[src/rtl/hdc_lfsr_pkg.sv]
// Shared types, constants and the seed-mixing helper for the item-memory
// hypervector sequencer.
package hdc_lfsr_pkg;

  typedef enum logic [2:0] {
    IDLE,
    LOAD,
    WARM,
    GEN,
    OUT
  } state_t;

  localparam logic [31:0] DEFAULT_SEED      = 32'hee84d6f0;
  localparam logic [31:0] DEFAULT_ITEM_MULT = 32'h9E3779B9;

  // Feedback taps of the right-shifting LFSR (new MSB = xor of these bits)
  localparam int TAP_A = 0;
  localparam int TAP_B = 2;
  localparam int TAP_C = 6;
  localparam int TAP_D = 7;

  // Spread item IDs across the seed space; the caller truncates to the LFSR length
  function automatic logic [63:0] seed_mix(input logic [63:0] base,
                                           input logic [63:0] mult,
                                           input logic [63:0] item);
    return base ^ (mult * item);
  endfunction

endpackage

[src/rtl/lfsr_core.sv]
// Fibonacci LFSR shifting right, with synchronous seed load and step enable.
// The serial output bit is regs[0].
module lfsr_core
  import hdc_lfsr_pkg::*;
#(
  parameter int                  NUM_REGS = 32,
  parameter logic [NUM_REGS-1:0] SEED     = NUM_REGS'(DEFAULT_SEED)
) (
  input  logic                clk,
  input  logic                rst,
  input  logic                load,
  input  logic [NUM_REGS-1:0] seed_in,
  input  logic                step,
  output logic                out_bit
);

  logic [NUM_REGS-1:0] regs;
  logic                fb;

  assign fb      = regs[TAP_A] ^ regs[TAP_B] ^ regs[TAP_C] ^ regs[TAP_D];
  assign out_bit = regs[0];

  // Load has priority over stepping; the register holds otherwise
  always_ff @(posedge clk) begin
    if (rst) begin
      regs <= SEED;
    end else if (load) begin
      regs <= seed_in;
    end else if (step) begin
      regs <= {fb, regs[NUM_REGS-1:1]};
    end
  end

endmodule

[src/rtl/lfsr_hv_sequencer.sv]
// Shared item-memory hypervector generator: round-robin arbitration between
// requesters, one LFSR reseeded per request, DIM bits streamed as CHUNK-bit
// words tagged with the owning requester.
// Optional build macro LFSR_WARMUP_EN inserts a WARM state that discards
// WARMUP_CYCLES LFSR bits after each seed load.
module lfsr_hv_sequencer
  import hdc_lfsr_pkg::*;
#(
`ifdef LFSR_WARMUP_EN
  parameter int                  WARMUP_CYCLES = 32,
`endif
  parameter int                  NUM_REQ   = 4,
  parameter int                  ID_W      = 8,
  parameter int                  DIM       = 1024,
  parameter int                  CHUNK     = 32,
  parameter int                  NUM_REGS  = 32,
  parameter logic [NUM_REGS-1:0] SEED      = NUM_REGS'(DEFAULT_SEED),
  parameter logic [NUM_REGS-1:0] ITEM_MULT = NUM_REGS'(DEFAULT_ITEM_MULT)
) (
  input  logic                         clk,
  input  logic                         rst,
  input  logic [NUM_REQ-1:0]           req_valid,
  input  logic [NUM_REQ*ID_W-1:0]      req_item,
  output logic [NUM_REQ-1:0]           req_ready,
  output logic                         out_valid,
  input  logic                         out_ready,
  output logic [CHUNK-1:0]             out_data,
  output logic [$clog2(DIM/CHUNK)-1:0] out_idx,
  output logic                         out_last,
  output logic [$clog2(NUM_REQ)-1:0]   out_owner,
  output logic                         busy
);

  localparam int WORDS = DIM / CHUNK;
  localparam int IDX_W = $clog2(WORDS);
  localparam int OWN_W = $clog2(NUM_REQ);
  localparam int CNT_W = $clog2(CHUNK);

  state_t              state, state_nxt;
  logic [OWN_W-1:0]    rr_ptr, grant, owner;
  logic                grant_vld;
  logic [ID_W-1:0]     items [NUM_REQ];
  logic [ID_W-1:0]     item;
  logic [CNT_W-1:0]    bitcnt;
  logic [IDX_W-1:0]    wordcnt;
  logic [CHUNK-1:0]    word;
  logic [NUM_REGS-1:0] seed_raw, seed_load;
  logic                lfsr_load, lfsr_step, lfsr_bit;
  int                  cand;

  for (genvar g = 0; g < NUM_REQ; g++) begin : g_items
    assign items[g] = req_item[g*ID_W +: ID_W];
  end

  // An all-zero seed would lock the LFSR, so fall back to the base seed
  assign seed_raw  = NUM_REGS'(seed_mix(64'(SEED), 64'(ITEM_MULT), 64'(item)));
  assign seed_load = (seed_raw == '0) ? SEED : seed_raw;

  assign out_valid = (state == OUT);
  assign out_last  = (state == OUT) && (wordcnt == IDX_W'(WORDS - 1));
  assign out_data  = word;
  assign out_idx   = wordcnt;
  assign out_owner = owner;
  assign busy      = (state != IDLE);

  lfsr_core #(
    .NUM_REGS (NUM_REGS),
    .SEED     (SEED)
  ) u_lfsr (
    .clk     (clk),
    .rst     (rst),
    .load    (lfsr_load),
    .seed_in (seed_load),
    .step    (lfsr_step),
    .out_bit (lfsr_bit)
  );

`ifdef LFSR_WARMUP_EN
  localparam int WCNT_W = $clog2(WARMUP_CYCLES + 1);
  logic [WCNT_W-1:0] warmcnt;
  logic              warm_done;

  assign warm_done = (warmcnt == WCNT_W'(WARMUP_CYCLES - 1));

  // Count discarded warm-up steps, restarting at every seed load
  always_ff @(posedge clk) begin
    if (rst || state == LOAD) begin
      warmcnt <= '0;
    end else if (state == WARM) begin
      warmcnt <= warmcnt + 1'b1;
    end
  end
`endif

  // Round-robin search: first asserted request at or above rr_ptr, with wrap
  always_comb begin
    grant_vld = 1'b0;
    grant     = '0;
    cand      = 0;
    for (int k = 0; k < NUM_REQ; k++) begin
      cand = int'(rr_ptr) + k;
      if (cand >= NUM_REQ) cand = cand - NUM_REQ;
      if (!grant_vld && req_valid[OWN_W'(cand)]) begin
        grant_vld = 1'b1;
        grant     = OWN_W'(cand);
      end
    end
  end

  // Next-state decode plus LFSR control and the one-hot accept
  always_comb begin
    state_nxt = state;
    req_ready = '0;
    lfsr_load = 1'b0;
    lfsr_step = 1'b0;
    case (state)
      IDLE: begin
        if (grant_vld) begin
          req_ready[grant] = 1'b1;
          state_nxt        = LOAD;
        end
      end
      LOAD: begin
        lfsr_load = 1'b1;
`ifdef LFSR_WARMUP_EN
        state_nxt = WARM;
`else
        state_nxt = GEN;
`endif
      end
`ifdef LFSR_WARMUP_EN
      WARM: begin
        lfsr_step = 1'b1;
        if (warm_done) state_nxt = GEN;
      end
`endif
      GEN: begin
        lfsr_step = 1'b1;
        if (bitcnt == CNT_W'(CHUNK - 1)) state_nxt = OUT;
      end
      OUT: begin
        if (out_ready) state_nxt = out_last ? IDLE : GEN;
      end
      default: state_nxt = IDLE;
    endcase
  end

  // State, arbitration pointer, request latch and word assembly
  always_ff @(posedge clk) begin
    if (rst) begin
      state   <= IDLE;
      rr_ptr  <= '0;
      owner   <= '0;
      item    <= '0;
      bitcnt  <= '0;
      wordcnt <= '0;
      word    <= '0;
    end else begin
      state <= state_nxt;
      case (state)
        IDLE: begin
          if (grant_vld) begin
            owner  <= grant;
            item   <= items[grant];
            rr_ptr <= (grant == OWN_W'(NUM_REQ - 1)) ? '0 : grant + 1'b1;
          end
        end
        LOAD: begin
          bitcnt  <= '0;
          wordcnt <= '0;
        end
        GEN: begin
          word[bitcnt] <= lfsr_bit;
          bitcnt       <= (bitcnt == CNT_W'(CHUNK - 1)) ? '0 : bitcnt + 1'b1;
        end
        OUT: begin
          if (out_ready && !out_last) wordcnt <= wordcnt + 1'b1;
        end
        default: ;
      endcase
    end
  end

endmodule

[config.mk]
export PLATFORM = sky130hd
export DESIGN_NAME = lfsr_hv_sequencer
export DESIGN_NICKNAME = d
export VERILOG_FILES = /design/src/rtl/hdc_lfsr_pkg.sv /design/src/rtl/lfsr_core.sv /design/src/rtl/lfsr_hv_sequencer.sv
export SDC_FILE = /design/constraint.sdc
export NUM_CORES = 1
export LEC_CHECK = 0
export ABC_AREA = 1
export CORE_ASPECT_RATIO = 1.5
export CORE_UTILIZATION = 59
export CTS_CLUSTER_SIZE = 20
export DETAILED_ROUTE_END_ITERATION = 10
export PLACE_DENSITY = 0.82
export SLEW_MARGIN = 20
export SYNTH_ARGS = -nofsm -noshare
export SYNTH_HDL_FRONTEND = slang
export SYNTH_HIERARCHICAL = 1
export SYNTH_SLANG_ARGS = --single-unit
[constraint.sdc]
create_clock -name clk -period 5.32 [get_ports clk]
set_input_delay 0.532 -clock clk [delete_from_list [all_inputs] [get_ports clk]]
set_output_delay 0.532 -clock clk [all_outputs]
set_load 0.01 [all_outputs]
* Word-level counts from Yosys, hierarchy flattened
Cells that the tools add are included. Widths: inputs -> output; s select.
Word-level totals: word-level logic and storage cells 116, memories 0, output and inout bits 46, register bits after elaboration 89, RAM bits 0, latch bits 0, ROM bits 0, input bits 39
Operators by class: multipliers 1, eq/ne operators 10, mux-type cells 49, reductions and logical operators 20, add/sub/neg operators 10, bitwise logic cells 5, divide/modulo/power cells 0, shifts and indexed selects 0, magnitude comparators 13
Operator list (number):
- $mux 32 | 3
- $bwmux 32 | 1
- $logic_not 32->1 | 1
- $mul 32x8->32 const A | 1
- $mux 2 | 10
- $pmux 5 s2 | 2
- $not 17->17 | 1
- $bmux 8 s2 | 1
- $lt 2x4->1 const B | 4
- $mux 1 | 16
- $mux 8 | 2
- $ge 3x3->1 const B | 4
- $pmux 3 s4 | 1
- $add 5x1->5 const B | 2
- $eq 5x5->1 const B | 2
- $mux 5 | 2
- $mux 3 | 3
- $bmux 1 s2 | 4
- $mux 4 | 2
- $sub 2x1->2 const B | 4
- $logic_and 1x1->1 | 7
- $add 2x2->3 const B | 2
- $lt 5x6->1 const B | 1
- $reduce_bool 2->1 | 3
- other kinds (21) | 29

* Longest topological paths before layout
depth in word-level cells 21, depth in mapped cells 29, depth with buffers taken out 29

* Cells and area by module
The synthesis kept the hierarchy.
Modules (own cells, without submodules):
- lfsr_hv_sequencer | sequential area each 1141.1 µm², cells each 1101, instances 1, area an instance 7300.8 µm²
- lfsr_core | sequential area each 640.6 µm², cells each 186, instances 1, area an instance 1365.1 µm²

* Worst setup path after synthesis
OpenSTA, ideal clock, no wires.
path type reg-to-reg, from reg item[5], to reg u_lfsr.regs[10], library setup time 120 ps, data required time 5200 ps, cell stages (with the launch flop) 24, arrival 4477 ps, slack 724 ps, buffers on the path 1, clock period less this slack 4596 ps, cells stage by stage dfxtp_1 fa_1 inv_1 fa_1 fa_1 fa_1 inv_1 ha_1 nand2_1 nor2_1 inv_1 nor3_1 nand3_1 nand3_1 nand2_1 nand2_1 inv_1 nand2_1 nor2_1 nand3_2 buf_2 nand2_1 a22oi_1 nand2_1
Between the ends: longest elaborated chain between the ends 5
Ends and longest elaborated chain:
- from (decl) | RTL line lfsr_hv_sequencer.sv:43 | logic [ID_W-1:0] item;
- from (signal assigned) | RTL line lfsr_hv_sequencer.sv:164 | item <= items[grant];
- $mul 32x8->32 (*) | RTL line hdc_lfsr_pkg.sv:26 | return base ^ (mult * item);
- $not 17->17 (no source line)
- $logic_not 32->1 | RTL line lfsr_hv_sequencer.sv:57 | assign seed_load = (seed_raw == '0) ? SEED : seed_raw;
- $mux 32 (*) | RTL line lfsr_hv_sequencer.sv:57
- net seed_load[10] | RTL line lfsr_hv_sequencer.sv:47 | logic [NUM_REGS-1:0] seed_raw, seed_load;
- $mux 32 (*) | RTL line lfsr_core.sv:27 | end else if (load) begin
- to (signal assigned) | RTL line lfsr_core.sv:28 | regs <= seed_in;
- to (signal assigned) | RTL line lfsr_core.sv:30 | regs <= {fb, regs[NUM_REGS-1:1]};
- to (decl) | RTL line lfsr_core.sv:17 | logic [NUM_REGS-1:0] regs;
Mark *: on every way through the listed nets, which the timed path passes. The rest lies on a longest branch. A chain may end at the register's enable or synchronous reset.

* Final worst setup path
from reg item[5], to reg u_lfsr.regs[30]
Same word-level chain as after synthesis.

==> results.sh <==
export IMPL_synth_nets=1460
export IMPL_postSynthAreaPerCell_um2=6.73
export IMPL_hpwlAfterDp_um=19300
export IMPL_grt_ovfl_total=0
export IMPL_hold_viol_final=0
export IMPL_rows=53
export IMPL_end_kind="flip-flop"
export IMPL_clock_tree_root_cell="clkbuf_16"
export IMPL_die_h_um=150
export IMPL_dr_pass1_iters=5
export IMPL_synth_edf_count=0
export IMPL_mostFrequentLayoutCells="nand2_1 (359), inv_1 (242), nor2_1 (85)"
export IMPL_max_slew_margin_pct=39.1
export IMPL_holdBufCountCts=0
export IMPL_track_usage_pct=34.9
export IMPL_viasPerCell=5.42
export IMPL_drive_gt1_share_pct=6.43
export IMPL_antennaDiodeCount=0
export IMPL_cts_buffers=9
export IMPL_io_pin_count=85
export IMPL_yosysWarnings=6
export IMPL_outcome="finished, final reports clean"
export IMPL_finalSetupViolCount=0
export IMPL_portBuffers=84
export IMPL_timing_final_crit_share_pct=96.0
export IMPL_wl_per_cell_um=15.8
export IMPL_crit_type="reg -> reg"
export IMPL_antenna_found_initial=0
export IMPL_syn_inst=1287
export IMPL_grt_max_degree=51
export IMPL_h_tree_depth=3
export IMPL_ys_seq_area_share_pct=20.6
export IMPL_final_util_pct=71.0
export IMPL_ant_nets=0
export IMPL_area_growth_pct=16.3
export IMPL_wl_um=24700
export IMPL_dieArea_um2=15200
export IMPL_slew_violations=0
export IMPL_startpoint_type="flip-flop"
export IMPL_hp_class="reg -> reg"
export IMPL_grt_pass1_wl_um=40700
export IMPL_fin_cells=1560
export IMPL_path_max_fanout=8
export IMPL_cp_required_ns=5.61
export IMPL_tightest_slew_ns=0.914
export IMPL_min_period_ns=5.11
export IMPL_insertion_delay_ns=0.35
export IMPL_crit_arrival_ns=5.40
export IMPL_nets=1536
export IMPL_start_util_pct=61.1
export IMPL_placed_cells_incl_taps=1540
export IMPL_clock_tree_buffer_depth=2
export IMPL_final_common_cell="nand2_1"
export IMPL_drt_iter0_markers=427
export IMPL_maxCapViolations=0
export IMPL_drcViolationCount=0
export IMPL_ys_flop_type="dfxtp_1"
export IMPL_cts_clk_slew_worst_paths_ns=0.07
export IMPL_syn_area_um2=8670
export IMPL_fin_skew_ns=0.0124
export IMPL_fmax_mhz=196
export IMPL_fp_dieW_um=101
export IMPL_vias=8449
export IMPL_grt_pass1_vias=8488
export IMPL_cts_sinks=89
export IMPL_ys_seq_elements=89
export IMPL_cts_tree="done"
export IMPL_core_area_um2=14200
export IMPL_async_flop_share_pct=0
export IMPL_place_gp_congestion=1.01
export IMPL_yosys_cell_types_count=44
kinds of logic (layout without fill, tap and decap cells):
| logic type | after synthesis | count (layout) | synth area share (%) |
|---|---|---|---|
| compound gates | 170 | 170 | 11.0 |
| flops | 89 | 89 | 20.6 |
| xor+xnor | 9 | 9 | 1.21 |
| simple gates | 608 | 608 | 30.0 |
| buf+inv | 277 | 358 | 12.5 |
| fa+ha+maj | 134 | 134 | 24.7 |
synth_stat cells (2+ instances only):
master | n | share of area, %
nand2_1 | 363 | 16
inv_1 | 242 | 10
nor2_1 | 90 | 3.9
dfxtp_1 | 89 | 21
a21oi_1 | 83 | 4.8
nand3_1 | 83 | 4.8
ha_1 | 72 | 10
fa_1 | 62 | 14
o21ai_0 | 46 | 2.7
nor3_1 | 22 | 1.3
a22oi_1 | 14 | 1.2
a31oi_1 | 14 | 1.0
nand3b_1 | 13 | 1.1
buf_2 | 12 | 0.69
clkbuf_1 | 12 | 0.52
nand4_1 | 10 | 0.72
nand2_2 | 6 | 0.43
xor2_1 | 5 | 0.51
and3_1 | 4 | 0.29
nand2_4 | 4 | 0.52
buf_6 | 3 | 0.39
inv_2 | 3 | 0.13
nand3_2 | 3 | 0.35
nor2_2 | 3 | 0.22
o21ai_2 | 3 | 0.30
or2_2 | 3 | 0.22
a21oi_2 | 2 | 0.20
buf_4 | 2 | 0.17
nor2_4 | 2 | 0.26
o21ai_1 | 2 | 0.12
xnor2_1 | 2 | 0.20
per-layer routing:
| layer | wire length, um | vias to the layer above | global-route usage (%) |
|---|---|---|---|
| met4 | 1690 | 0 | 23.2 |
| met5 | 0 | - | 0 |
| met3 | 1230 | 113 | 6.31 |
| met2 | 12300 | 281 | 61.3 |
| met1 | 9470 | 3863 | 38.1 |
| li1 | - | 4192 | - |
state kept, by name, summed over array words and instances, names as in the netlist:
register     count
out_data        32
state            3
item             8
out_idx          5
rr_ptr           2
u_lfsr/regs     32
bitcnt           5
out_owner        2
per-stage QoR:
step                setup TNS [ns]  worst slack, ns  area [um^2]  hold WS, ns
detailed placement          -0.187          -0.0668         9640        0.444
global placement                 0           0.0245         9640        0.440
CTS                              0           0.0264         9950        0.471
global route               -0.0466          -0.0181        10100        0.490
finish                           0            0.213        10100        0.470
floorplan                        0            0.724         8670        0.429
worst paths after layout:
path                                                   start                      endpoint  slack (ns)  cells after the start
worst max-delay path                    item[5]$_SDFFE_PP0P_  u_lfsr/regs[30]$_SDFFE_PP1P_        0.21                     22
worst min-delay path            u_lfsr/regs[30]$_SDFFE_PP1P_  u_lfsr/regs[30]$_SDFFE_PP1P_        0.47                      2
worst max register to register          item[5]$_SDFFE_PP0P_  u_lfsr/regs[30]$_SDFFE_PP1P_        0.21                     22
worst min register to register  u_lfsr/regs[30]$_SDFFE_PP1P_  u_lfsr/regs[30]$_SDFFE_PP1P_        0.47                      2
cell type report:
| cell class | instances | area, um^2 |
|---|---|---|
| clock buffer | 10 | 229 |
| clock inverter | 6 | 75.1 |
| fill | 1268 | 4110 |
| inverter | 247 | 930 |
| multi-input combinational | 921 | 5890 |
| sequential | 89 | 1790 |
| tap | 192 | 240 |
| timing repair buffer | 95 | 931 |
worst max-delay path, stage by stage, from the launching register on:
cell and delay (ns):
dfxtp_2 0.38, fa_2 0.63, inv_1 0.08, fa_2 0.60
fa_1 0.44, fa_1 0.57, inv_1 0.05, ha_2 0.39
nand2_1 0.15, nor2_2 0.17, nand2_2 0.12, nor2_1 0.13
nand2_1 0.10, nand3b_1 0.13, nand2_1 0.06, nand2_1 0.14
nand3_1 0.08, nor2_1 0.20, nand3_4 0.17, buf_4 0.19
nand2_1 0.07, a22oi_1 0.10, nand2_1 0.10
timing repair:
item	4_1_cts	5_1_grt
endpoints found under the setup margin	8	19
setup buffers	0	4
gates resized for setup	2	24
Power is left out: the tool's default activity adds up to more than one toggle a clock period on the data nets, which glitch-free logic cannot reach.
